==> src/rtl/serial_adder_pkg.sv <==
`default_nettype none
// ============================================================================
// Module   : serial_adder_pkg
// Brief    : Shared types and sizing helpers for the bit-serial adder.
// Revision : 1.0 - initial release
// ============================================================================
package serial_adder_pkg;

   typedef enum logic [1:0] {
      IDLE = 2'd0,
      RUN  = 2'd1,
      DONE = 2'd2
   } state_t;

   function automatic int cnt_width(input int w);
      return ($clog2(w) < 1) ? 1 : $clog2(w);
   endfunction

endpackage
`default_nettype wire

==> src/rtl/serial_adder_fa_cell.sv <==
`default_nettype none
// ============================================================================
// Module   : fa_cell
// Brief    : Combinational one-bit full adder; drop-in slot for a gate netlist.
// Revision : 1.0 - initial release
// ============================================================================
module fa_cell (
   input  logic a,
   input  logic b,
   input  logic ci,
   output logic s,
   output logic co
);

   assign s  = a ^ b ^ ci;
   assign co = (a & b) | (a & ci) | (b & ci);

endmodule
`default_nettype wire

==> src/rtl/serial_adder.sv <==
`default_nettype none
// ============================================================================
// Module   : serial_adder
// Brief    : WIDTH-bit adder evaluated LSB-first through one full-adder cell.
// Revision : 1.0 - initial release
// ============================================================================
module serial_adder
   import serial_adder_pkg::*;
#(
   parameter int WIDTH = 8
) (
   input  logic             clk,
   input  logic             rst_n,
   input  logic             in_valid,
   output logic             in_ready,
   input  logic [WIDTH-1:0] a,
   input  logic [WIDTH-1:0] b,
   input  logic             cin,
   output logic             out_valid,
   input  logic             out_ready,
   output logic [WIDTH-1:0] sum,
   output logic             cout
);

   localparam int c_cnt_w = cnt_width(WIDTH);

   state_t             r_state;
   state_t             w_state_next;
   logic [WIDTH-1:0]   r_a_sh;
   logic [WIDTH-1:0]   r_b_sh;
   logic [WIDTH-1:0]   r_sum_sh;
   logic [WIDTH-1:0]   w_sum_next;
   logic [c_cnt_w-1:0] r_count;
   logic               r_carry;
   logic               r_out_valid;
   logic               w_s;
   logic               w_co;
   logic               w_last;
   logic               w_drain;

   fa_cell u_fa (
      .a  (r_a_sh[0]),
      .b  (r_b_sh[0]),
      .ci (r_carry),
      .s  (w_s),
      .co (w_co)
   );

   assign w_last  = (r_count == c_cnt_w'(WIDTH - 1));
   // The result is only released once out_valid has actually been presented.
   assign w_drain = (r_state == DONE) && r_out_valid && out_ready;

   generate
      if (WIDTH == 1) begin : g_sum_w1
         assign w_sum_next = w_s;
      end else begin : g_sum_wn
         assign w_sum_next = {w_s, r_sum_sh[WIDTH-1:1]};
      end
   endgenerate

   always_ff @(posedge clk or negedge rst_n) begin
      if (!rst_n) begin
         r_state <= IDLE;
      end else begin
         r_state <= w_state_next;
      end
   end

   always_comb begin
      w_state_next = r_state;
      case (r_state)
         IDLE:    if (in_valid) w_state_next = RUN;
         RUN:     if (w_last)   w_state_next = DONE;
         DONE:    if (w_drain)  w_state_next = IDLE;
         default: w_state_next = IDLE;
      endcase
   end

   always_comb begin
      in_ready  = (r_state == IDLE);
      out_valid = r_out_valid;
      sum       = r_sum_sh;
      cout      = r_carry;
   end

   always_ff @(posedge clk or negedge rst_n) begin
      if (!rst_n) begin
         r_a_sh      <= '0;
         r_b_sh      <= '0;
         r_sum_sh    <= '0;
         r_count     <= '0;
         r_carry     <= 1'b0;
         r_out_valid <= 1'b0;
      end else begin
         r_out_valid <= (r_state == DONE) && !w_drain;
         case (r_state)
            IDLE: begin
               if (in_valid) begin
                  r_a_sh  <= a;
                  r_b_sh  <= b;
                  r_carry <= cin;
                  r_count <= '0;
               end
            end
            RUN: begin
               r_carry  <= w_co;
               r_sum_sh <= w_sum_next;
               r_a_sh   <= r_a_sh >> 1;
               r_b_sh   <= r_b_sh >> 1;
               if (!w_last) begin
                  r_count <= r_count + c_cnt_w'(1);
               end
            end
            default: ;
         endcase
      end
   end

endmodule
`default_nettype wire

==> config.mk <==
export PLATFORM = sky130hd
export DESIGN_NAME = serial_adder
export DESIGN_NICKNAME = d
export VERILOG_FILES = /design/src/rtl/serial_adder_pkg.sv /design/src/rtl/serial_adder_fa_cell.sv /design/src/rtl/serial_adder.sv
export SDC_FILE = /design/constraint.sdc
export NUM_CORES = 1
export LEC_CHECK = 0
export CAP_MARGIN = 20
export CORE_ASPECT_RATIO = 0.9
export CORE_UTILIZATION = 35
export DETAILED_ROUTE_END_ITERATION = 7
export PLACE_DENSITY_LB_ADDON = 0.12
export SYNTH_ARGS = -nofsm -noshare
export SYNTH_HDL_FRONTEND = slang
export SYNTH_SLANG_ARGS = --single-unit
==> constraint.sdc <==
create_clock -name clk -period 2.3 [get_ports clk]
set_input_delay 0.23 -clock clk [delete_from_list [all_inputs] [get_ports clk]]
set_output_delay 0.23 -clock clk [all_outputs]
set_load 0.02 [all_outputs]
==> out/metrics.yaml, run 1 <==
outcome: "finished, final reports clean"
multi_input_area_um2: 579.3
rows: 21
grt_util_met1_pct: 22.26
syn_nets: 148
cts_resized: 0
fin_nets: 178
postLayoutCellArea_um2: 1848
drt_iter0_markers: 82
die_w_um: 69.62
met3_usage_pct: 4.516
critical_path_arrival_ns: 1.63
die_y_um: 62.86
grt_overflow: 0
slew_headroom_pct: 62.40
dpl_cell_area_um2: 1745
gp_congestion: 0.7550
seqCellArea_um2: 775.7
final.setup.tns_ns: 0
instances_no_fill: 200
die_area_um2: 4376
antenna_left: 0
routed_wl_mm: 3.126
startpoint_type: "flip-flop"
setup_viol: 0
io_pins: 32
slew_violations: 0
cts-root-buf: "clkbuf_8"
synth-seq-cells: 31
finalCriticalPeriod_ns: 1.861
worst_pin_slew_ns: 0.5641
cts_tree: "yes"
viasPerCell: 5.460
antenna_found_initial: 0
core_area_um2: 3836
grt_pass1_vias: 1097
grtUsageTotal_pct: 15.72
synthCells: 124
final_cell_mix: "dfrtp_1 (31), clkdlybuf4s50_1 (31), o22ai_1 (26)"
period_share_pct: 80.91
use_met2_pct: 22.33
yosysSeqAreaShare_pct: 53.87
num_vias: 1092
p_leak_nw: 0.7463
clk_latency_ns: 0.28
drcViolationCount: 0
wire_per_inst_um: 15.63
area_delta_synth_final_pct: 28.32
hold_buffers: 0
cts_made_buffers: 5
grt_pass1_wl_mm: 5.347
synthTopCellsByArea: "dfrtp_1 (54%), o22ai_1 (11%), a21oi_1 (5.2%)"
path_clk_slew_ns: 0.06
start_util_pct: 37.54
powerDensity_nw_per_um2: 1413
crit_fanout: 12
max_freq_mhz: 537.4
crit_type: "reg2out"
avgSynthCellArea_um2: 11.61
finalHoldViolations: 0
n_antenna_cell: 0
placed_cells: 193
required_ns: 2.07
hp-class: "in2async"
cts_buffer_depth: 2
rsz0062_at_grt: "false"
netlist_area_um2: 1440
cts_setup_buffers: 0
top_usage_layer: "met2"
grt_max_degree: 32
yosysWarnings: 0
critPathCaptureType: "output pin"
dp_hpwl_mm: 1.982
holdWs_ns: 0.3499
synth_top_area_cell: "dfrtp_1"
portBuffers: 31
fill_cells: 354
peakVddDrop_mv: 0.6947
h-tree-depth: 2
yosysTopAreaCellShare_pct: 53.87
drtPass1Iterations: 4
drive_above_1_share_pct: 12.34
cts.sinks: 31
fin_worst_skew_ns: 0.004958
synth_cell_types: 27
drv_cap: 0
==> cell families (layout without fill, tap and decap cells) <==
| group | Yosys count | after routing | synth area share, % |
|---|---|---|---|
| AO/OA/AOI/OAI | 55 | 55 | 23.72 |
| flip-flops | 31 | 31 | 53.87 |
| multiplexers | 8 | 8 | 7.558 |
| adder cells (fa/ha/maj) | 3 | 3 | 3.127 |
| AND/OR/NAND/NOR | 15 | 15 | 5.821 |
| buffers and inverters | 12 | 42 | 5.906 |
==> layout make-up <==
class	instances	area share [%]
tap	46	3.114
clock buffer	6	3.927
timing repair buffer	33	17.60
sequential	31	41.98
inverter	2	0.4062
clock inverter	1	1.625
multi-input combinational	81	31.35
==> worst max-delay path, stage by stage, from the launching register on <==
cell	delay (ns)
dfrtp_1	0.49
nor2_1	0.22
clkdlybuf4s50_1	0.65
==> worst paths after layout <==
| kind | from | end | slack [ns] | cells past startpoint |
|---|---|---|---|---|
| hold / removal | rst_n | sum[7] | 0.35 | 2 |
| hold reg to reg | out_valid | out_valid | 0.49 | 1 |
| setup / recovery | r_state[1] | in_ready | 0.44 | 2 |
| min in group clk | out_valid | out_valid | 0.49 | 1 |
| setup reg to reg | r_state[1] | r_count[0] | 0.77 | 3 |
| max in group asynchronous | rst_n | r_state[1] | 1.66 | 2 |
==> per-layer routing <==
metal	vias to the layer above	wire [µm]
met2	21	1454
met5	-	0
met4	0	22
li1	530	-
met1	539	1525
met3	2	123
==> synthesized netlist by cell type <==
| master | n |
|---|---|
| a21o_1 | 1 |
| fa_1 | 1 |
| mux2_4 | 5 |
| nand2b_1 | 1 |
| nand2_1 | 3 |
| o2bb2ai_1 | 3 |
| clkinv_1 | 1 |
| o221a_2 | 2 |
| a21oi_1 | 15 |
| inv_1 | 1 |
| nor3_1 | 1 |
| o22ai_1 | 26 |
| nor2_1 | 5 |
| buf_6 | 2 |
| a22oi_1 | 2 |
| o21ai_0 | 5 |
| buf_2 | 5 |
| mux2_2 | 3 |
| nand3b_1 | 2 |
| nor2b_1 | 1 |
| ha_1 | 2 |
| a211oi_1 | 1 |
| or2b_1 | 1 |
| buf_4 | 2 |
| buf_8 | 1 |
| nand2b_4 | 1 |
| dfrtp_1 | 31 |
==> metrics by stage <==
| step | worst slack [ns] | util [%] | power [mW] |
|---|---|---|---|
| floorplan | 0.9726 | - | 1.820 |
| finish | 0.4391 | 48.17 | 2.612 |
| global placement | 0.7527 | 45.50 | 2.084 |
| global route | 0.3335 | 48.17 | 2.822 |
| CTS | 0.4233 | 48.17 | 2.643 |
| detailed placement | 0.7267 | 45.50 | 2.133 |
==> power breakdown <==
group / internal (mW) / switching, mW
clock: 0.317 / 0.181
combinational: 0.576 / 0.525
sequential: 0.800 / 0.213
total: 1.69 / 0.919
==> sequential cells by signal (all words and copies together) (netlist names) <==
name	count
sum	8
r_b_sh	8
r_a_sh	8
r_state	2
out_valid	1
r_count	3
cout	1
No activity file was read; power rests on OpenSTA's default activity.
==> inputs of run 2 (changes only) <==
==> constraint.sdc (replaced) <==
create_clock -name clk -period 1.9 [get_ports clk]
set_input_delay 0.19 -clock clk [delete_from_list [all_inputs] [get_ports clk]]
set_output_delay 0.19 -clock clk [all_outputs]
set_load 0.02 [all_outputs]
==> out/metrics.yaml, run 2 (same netlist as run 1, synthesis figures left out) <==
outcome: "finished, final reports clean"  # unchanged
critical_path_arrival_ns: 1.59  # was 1.63 ns
max_freq_mhz: 562.2
rows: 21  # unchanged
path_clk_slew_ns: 0.06  # about the same
grt_overflow: 0  # unchanged
grt_pass1_wl_mm: 5.561  # was 5.347 mm
die_area_um2: 4376  # unchanged
postLayoutCellArea_um2: 1858  # was 1848 µm²
drcViolationCount: 0  # unchanged
cts_buffer_depth: 2  # unchanged
clk_latency_ns: 0.28  # about the same
dp_hpwl_mm: 2.158  # was 1.982 mm
viasPerCell: 5.537  # was 5.460
gp_congestion: 0.7509  # was 0.7550
cts.sinks: 31  # unchanged
routed_wl_mm: 3.286  # was 3.126 mm
area_delta_synth_final_pct: 29.02  # was 28.32%
post-route-util_pct: 48.43  # was 48.17%
cts_setup_buffers: 0  # unchanged
worst_pin_slew_ns: 0.5453  # was 0.5641 ns
cts_tree: "yes"  # unchanged
fill_cells: 353  # was 354
period_share_pct: 93.61
slew_headroom_pct: 63.64  # was 62.40%
drtPass1Iterations: 4  # unchanged
die_w_um: 69.62  # unchanged
crit_fanout: 9  # was 12
slew_violations: 0  # unchanged
top_usage_layer: "met2"  # unchanged
use_met2_pct: 23.54  # was 22.33%
final.setup.tns_ns: 0  # unchanged
drv_cap: 0  # unchanged
grt_max_degree: 32  # unchanged
h-tree-depth: 2  # unchanged
grt_pass1_vias: 1163  # was 1097
start_util_pct: 37.54  # unchanged
io_pins: 32  # unchanged
num_vias: 1124  # was 1092
core_area_um2: 3836  # unchanged
wire_per_inst_um: 16.19  # was 15.63 µm
portBuffers: 31  # unchanged
startpoint_type: "flip-flop"  # unchanged
crit_type: "reg2out"  # unchanged
hp-class: "in2async"  # unchanged
final_cell_mix: "dfrtp_1 (31), clkdlybuf4s50_1 (31), o22ai_1 (26)"  # unchanged
met3_usage_pct: 5.000  # was 4.516%
finalCriticalPeriod_ns: 1.779
powerDensity_nw_per_um2: 1676  # was 1413 nW/µm²
reg2regPathDepth: 3  # unchanged
seqCellArea_um2: 775.7  # unchanged
cts-root-buf: "clkbuf_8"  # unchanged
worst_r2r_endpoint: "r_a_sh[6]"  # was r_count[0]
drt_iter0_markers: 68  # was 82
p_leak_nw: 0.7560  # was 0.7463 nW
grtUsageTotal_pct: 16.31  # was 15.72%
critPathCaptureType: "output pin"  # unchanged
n_antenna_cell: 0  # unchanged
grt_util_met1_pct: 22.05  # was 22.26%
setup_viol: 0  # unchanged
required_ns: 1.71  # was 2.07 ns
antenna_found_initial: 0  # unchanged
fin_worst_skew_ns: 0.005599  # was 0.004958 ns
multi_input_area_um2: 581.8  # was 579.3 µm²
peakVddDrop_mv: 0.6616  # was 0.6947 mV
dpl_cell_area_um2: 1768  # was 1745 µm²
antenna_left: 0  # unchanged
rr_startpoint: "r_state[1]"  # unchanged
rsz0062_at_grt: "false"  # unchanged
cts_made_buffers: 5  # unchanged
drive_above_1_share_pct: 15.29  # was 12.34%
die_y_um: 62.86  # unchanged
p_total_mw: 3.115  # was 2.612 mW
finalHoldViolations: 0  # unchanged
holdWs_ns: 0.3027  # was 0.3499 ns
fin_nets: 181  # was 178
ff2ff_setup_slack_ns: 0.40  # was 0.77 ns
run 2: worst max-delay path, stage by stage (launching register included):
cell	delay, ns
dfrtp_1	0.49
nor2_2	0.20
clkdlybuf4s50_1	0.62
run 2: final cells by class:
type	instances	area share (%)
Multi-Input combinational cell	81	31.31
Sequential cell	31	41.75
Clock inverter	1	0.2694
Tap cell	46	3.098
Timing Repair Buffer	36	18.72
Inverter	2	0.4040
Clock buffer	6	4.444
run 2: metrics by stage:
step | worst slack [ns] | std cells
final | 0.1214 | 203
after global routing | 0.04000 | 203
after CTS | 0.04939 | 203
after detailed placement | 0.3582 | 196
after global placement | 0.3710 | 196
after floorplan | 0.5726 | 124
run 2: routing by layer:
metal  up-vias  share of wire [%]
met5         -                  0
met4         0                1.3
met3         4                5.8
met2        31                 46
met1       549                 47
li1        540                  -
run 2: what timing repair did:
action | in CTS | in global routing
gates resized for setup | 0 | 1
endpoints found under the setup margin | 0 | 1
hold buffers | 0 | 0
run 2: power breakdown:
part,total (mW),switching [mW],internal (mW)
clock,0.529,0.245,0.284
sequential,1.24,0.268,0.968
combinational,1.35,0.636,0.714
run 2: how the worst max path moves through the flow:
stage / slack, ns / from / endpoint / cells after the start
2_1_floorplan: 0.57 / cout / sum[7] / 2
6_report: 0.12 / r_state[0] / in_ready / 2
5_1_grt: 0.04 / r_state[1] / in_ready / 2
3_5_place_dp: 0.36 / r_state[1] / in_ready / 2
4_1_cts: 0.05 / r_state[1] / in_ready / 2
3_3_place_gp: 0.37 / r_state[0] / in_ready / 2
==> inputs of run 3 (changes only) <==
--- a/config.mk
+++ b/config.mk
@@ -8,6 +8,7 @@
 export CAP_MARGIN = 20
 export CORE_ASPECT_RATIO = 0.9
 export CORE_UTILIZATION = 35
+export CTS_CLUSTER_DIAMETER = 60
 export DETAILED_ROUTE_END_ITERATION = 7
 export PLACE_DENSITY_LB_ADDON = 0.12
 export SYNTH_ARGS = -nofsm -noshare
==> constraint.sdc (replaced) <==
create_clock -name clk -period 2.2 [get_ports clk]
set_input_delay 0.22 -clock clk [delete_from_list [all_inputs] [get_ports clk]]
set_output_delay 0.22 -clock clk [all_outputs]
set_load 0.05 [all_outputs]
==> out/metrics.yaml, run 3 (same netlist as run 1, synthesis figures left out) <==
outcome: "finished, final reports clean"  # unchanged
routed_wl_mm: 3.194  # was 3.286 mm
seq_power_share_pct: 35.2  # was 39.7%
hp-class: "in2async"  # unchanged
core_area_um2: 3836  # unchanged
viasPerCell: 5.537  # about the same
path_clk_slew_ns: 0.07  # was 0.06 ns
finalHoldViolations: 0  # unchanged
antenna_left: 0  # unchanged
power_frac_clock_pct: 19.0  # was 17.0%
grt_pass1_vias: 1146  # was 1163
hold_buffers: 0  # unchanged
cts-root-buf: "clkbuf_8"  # unchanged
critical_path_arrival_ns: 1.84  # was 1.59 ns
powerDensity_nw_per_um2: 1619  # was 1676 nW/µm²
preCtsSetupSlack_ns: 0.4399  # was 0.3582 ns
max_freq_mhz: 484.4
area_delta_synth_final_pct: 29.37  # was 29.02%
cts_resized: 0  # unchanged
final.setup.worst_slack_ns: 0.1354  # was 0.1214 ns
drive_above_1_share_pct: 13.55  # was 15.29%
slew_headroom_pct: 60.68  # was 63.64%
n_antenna_cell: 0  # unchanged
p_switching_mw: 1.211  # was 1.149 mW
io_pins: 32  # unchanged
startpoint_type: "flip-flop"  # unchanged
critPathCaptureType: "output pin"  # unchanged
portBuffers: 31  # unchanged
drv_cap: 0  # unchanged
gp_congestion: 0.7777  # was 0.7509
ff2ff_setup_slack_ns: 0.66  # was 0.40 ns
worst_r2r_endpoint: "r_state[1]"  # was r_a_sh[6]
worst_pin_slew_ns: 0.5862  # was 0.5453 ns
post-route-util_pct: 48.56  # was 48.43%
fin_nets: 178  # was 181
fin_worst_skew_ns: 0.004862  # was 0.005599 ns
drt_iter0_markers: 41  # was 68
grt_overflow: 0  # unchanged
die_y_um: 62.86  # unchanged
dpl_cell_area_um2: 1745  # was 1768 µm²
cts_made_buffers: 5  # unchanged
rows: 21  # unchanged
switching_share_pct: 40.17  # was 36.89%
rr_startpoint: "r_state[0]"  # was r_state[1]
required_ns: 1.98  # was 1.71 ns
grtUsageTotal_pct: 15.96  # was 16.31%
num_vias: 1113  # was 1124
drtPass1Iterations: 4  # unchanged
wire_per_inst_um: 15.89  # was 16.19 µm
postLayoutCellArea_um2: 1863  # was 1858 µm²
grt_max_degree: 32  # unchanged
holdWs_ns: 0.3374  # was 0.3027 ns
clk_latency_ns: 0.28  # about the same
h-tree-depth: 2  # unchanged
cts_buffer_depth: 2  # unchanged
crit_type: "reg2out"  # unchanged
die_area_um2: 4376  # unchanged
final.setup.tns_ns: 0  # unchanged
p_int_mw: 1.805  # was 1.966 mW
start_util_pct: 37.54  # unchanged
pwr-share-comb_pct: 45.8  # was 43.4%
period_share_pct: 93.84
dp_hpwl_mm: 2.058  # was 2.158 mm
rsz0062_at_grt: "false"  # unchanged
reg2regPathDepth: 3  # unchanged
slew_violations: 0  # unchanged
finalCriticalPeriod_ns: 2.065
cts_tree: "yes"  # unchanged
crit_fanout: 9  # unchanged
cts.sinks: 31  # unchanged
cts_setup_buffers: 0  # unchanged
die_w_um: 69.62  # unchanged
p_leak_nw: 0.7562  # was 0.7560 nW
drcViolationCount: 0  # unchanged
setup_viol: 0  # unchanged
grt_pass1_wl_mm: 5.416  # was 5.561 mm
peakVddDrop_mv: 0.7137  # was 0.6616 mV
final_cell_mix: "dfrtp_1 (31), clkdlybuf4s50_1 (31), o22ai_1 (26)"  # unchanged
antenna_found_initial: 0  # unchanged
-- run 3: cell count changes in the layout (fill, tap and decap cells not counted), sizes merged --
cell | before | now
bufinv | 0 | 1
buf | 5 | 2
-- run 3: metrics by stage --
stage / total power, mW / cells
final: 3.016 / 201
after floorplan: 2.114 / 124
after detailed placement: 2.450 / 193
after CTS: 3.039 / 201
after global routing: 3.221 / 201
after global placement: 2.393 / 193
-- run 3: worst max-delay path, cell delays in order, from the launching register on --
cell and delay, ns:
dfrtp_1 0.50, nor2_1 0.22, clkdlybuf4s50_1 0.85
-- run 3: routing by layer --
layer / part of all wire, % / track usage (%) / up-vias / wire length [µm]
met1: 46 / 20.64 / 543 / 1477
met5: 0 / 0 / - / 0
met3: 5.4 / 5.645 / 6 / 171
li1: - / - / 534 / -
met2: 47 / 24.76 / 30 / 1498
met4: 1.5 / 5.750 / 0 / 47
-- run 3: worst max-delay path by stage --
stage	from	end	slack (ns)	cells after the start
after floorplan	r_state[1]	r_a_sh[5]	0.56	4
after global placement	r_state[0]	in_ready	0.46	2
after detailed placement	r_state[1]	in_ready	0.44	2
after CTS	r_state[1]	in_ready	0.13	2
after global routing	r_state[1]	in_ready	0.05	2
final	r_state[0]	in_ready	0.14	2
-- run 3: power by group through the flow --
| stage | sequential, mW | combinational [mW] | clock (mW) |
|---|---|---|---|
| finish | 1.06 | 1.38 | 0.572 |
| global route | 1.10 | 1.50 | 0.617 |
| CTS | 1.06 | 1.39 | 0.588 |
| detailed placement | 1.07 | 1.38 | 0 |
| global placement | 1.05 | 1.34 | 0 |
| floorplan | 1.29 | 0.823 | 0 |
-- run 3: layout make-up --
cell class	count	area, µm²
clock buffers	6	82.58
clock inverters	2	35.03
fillers	345	1973
inverters	2	7.507
multi-input cells	81	579.3
flip-flops and latches	31	775.7
well taps	46	57.56
repair buffers	33	325.3
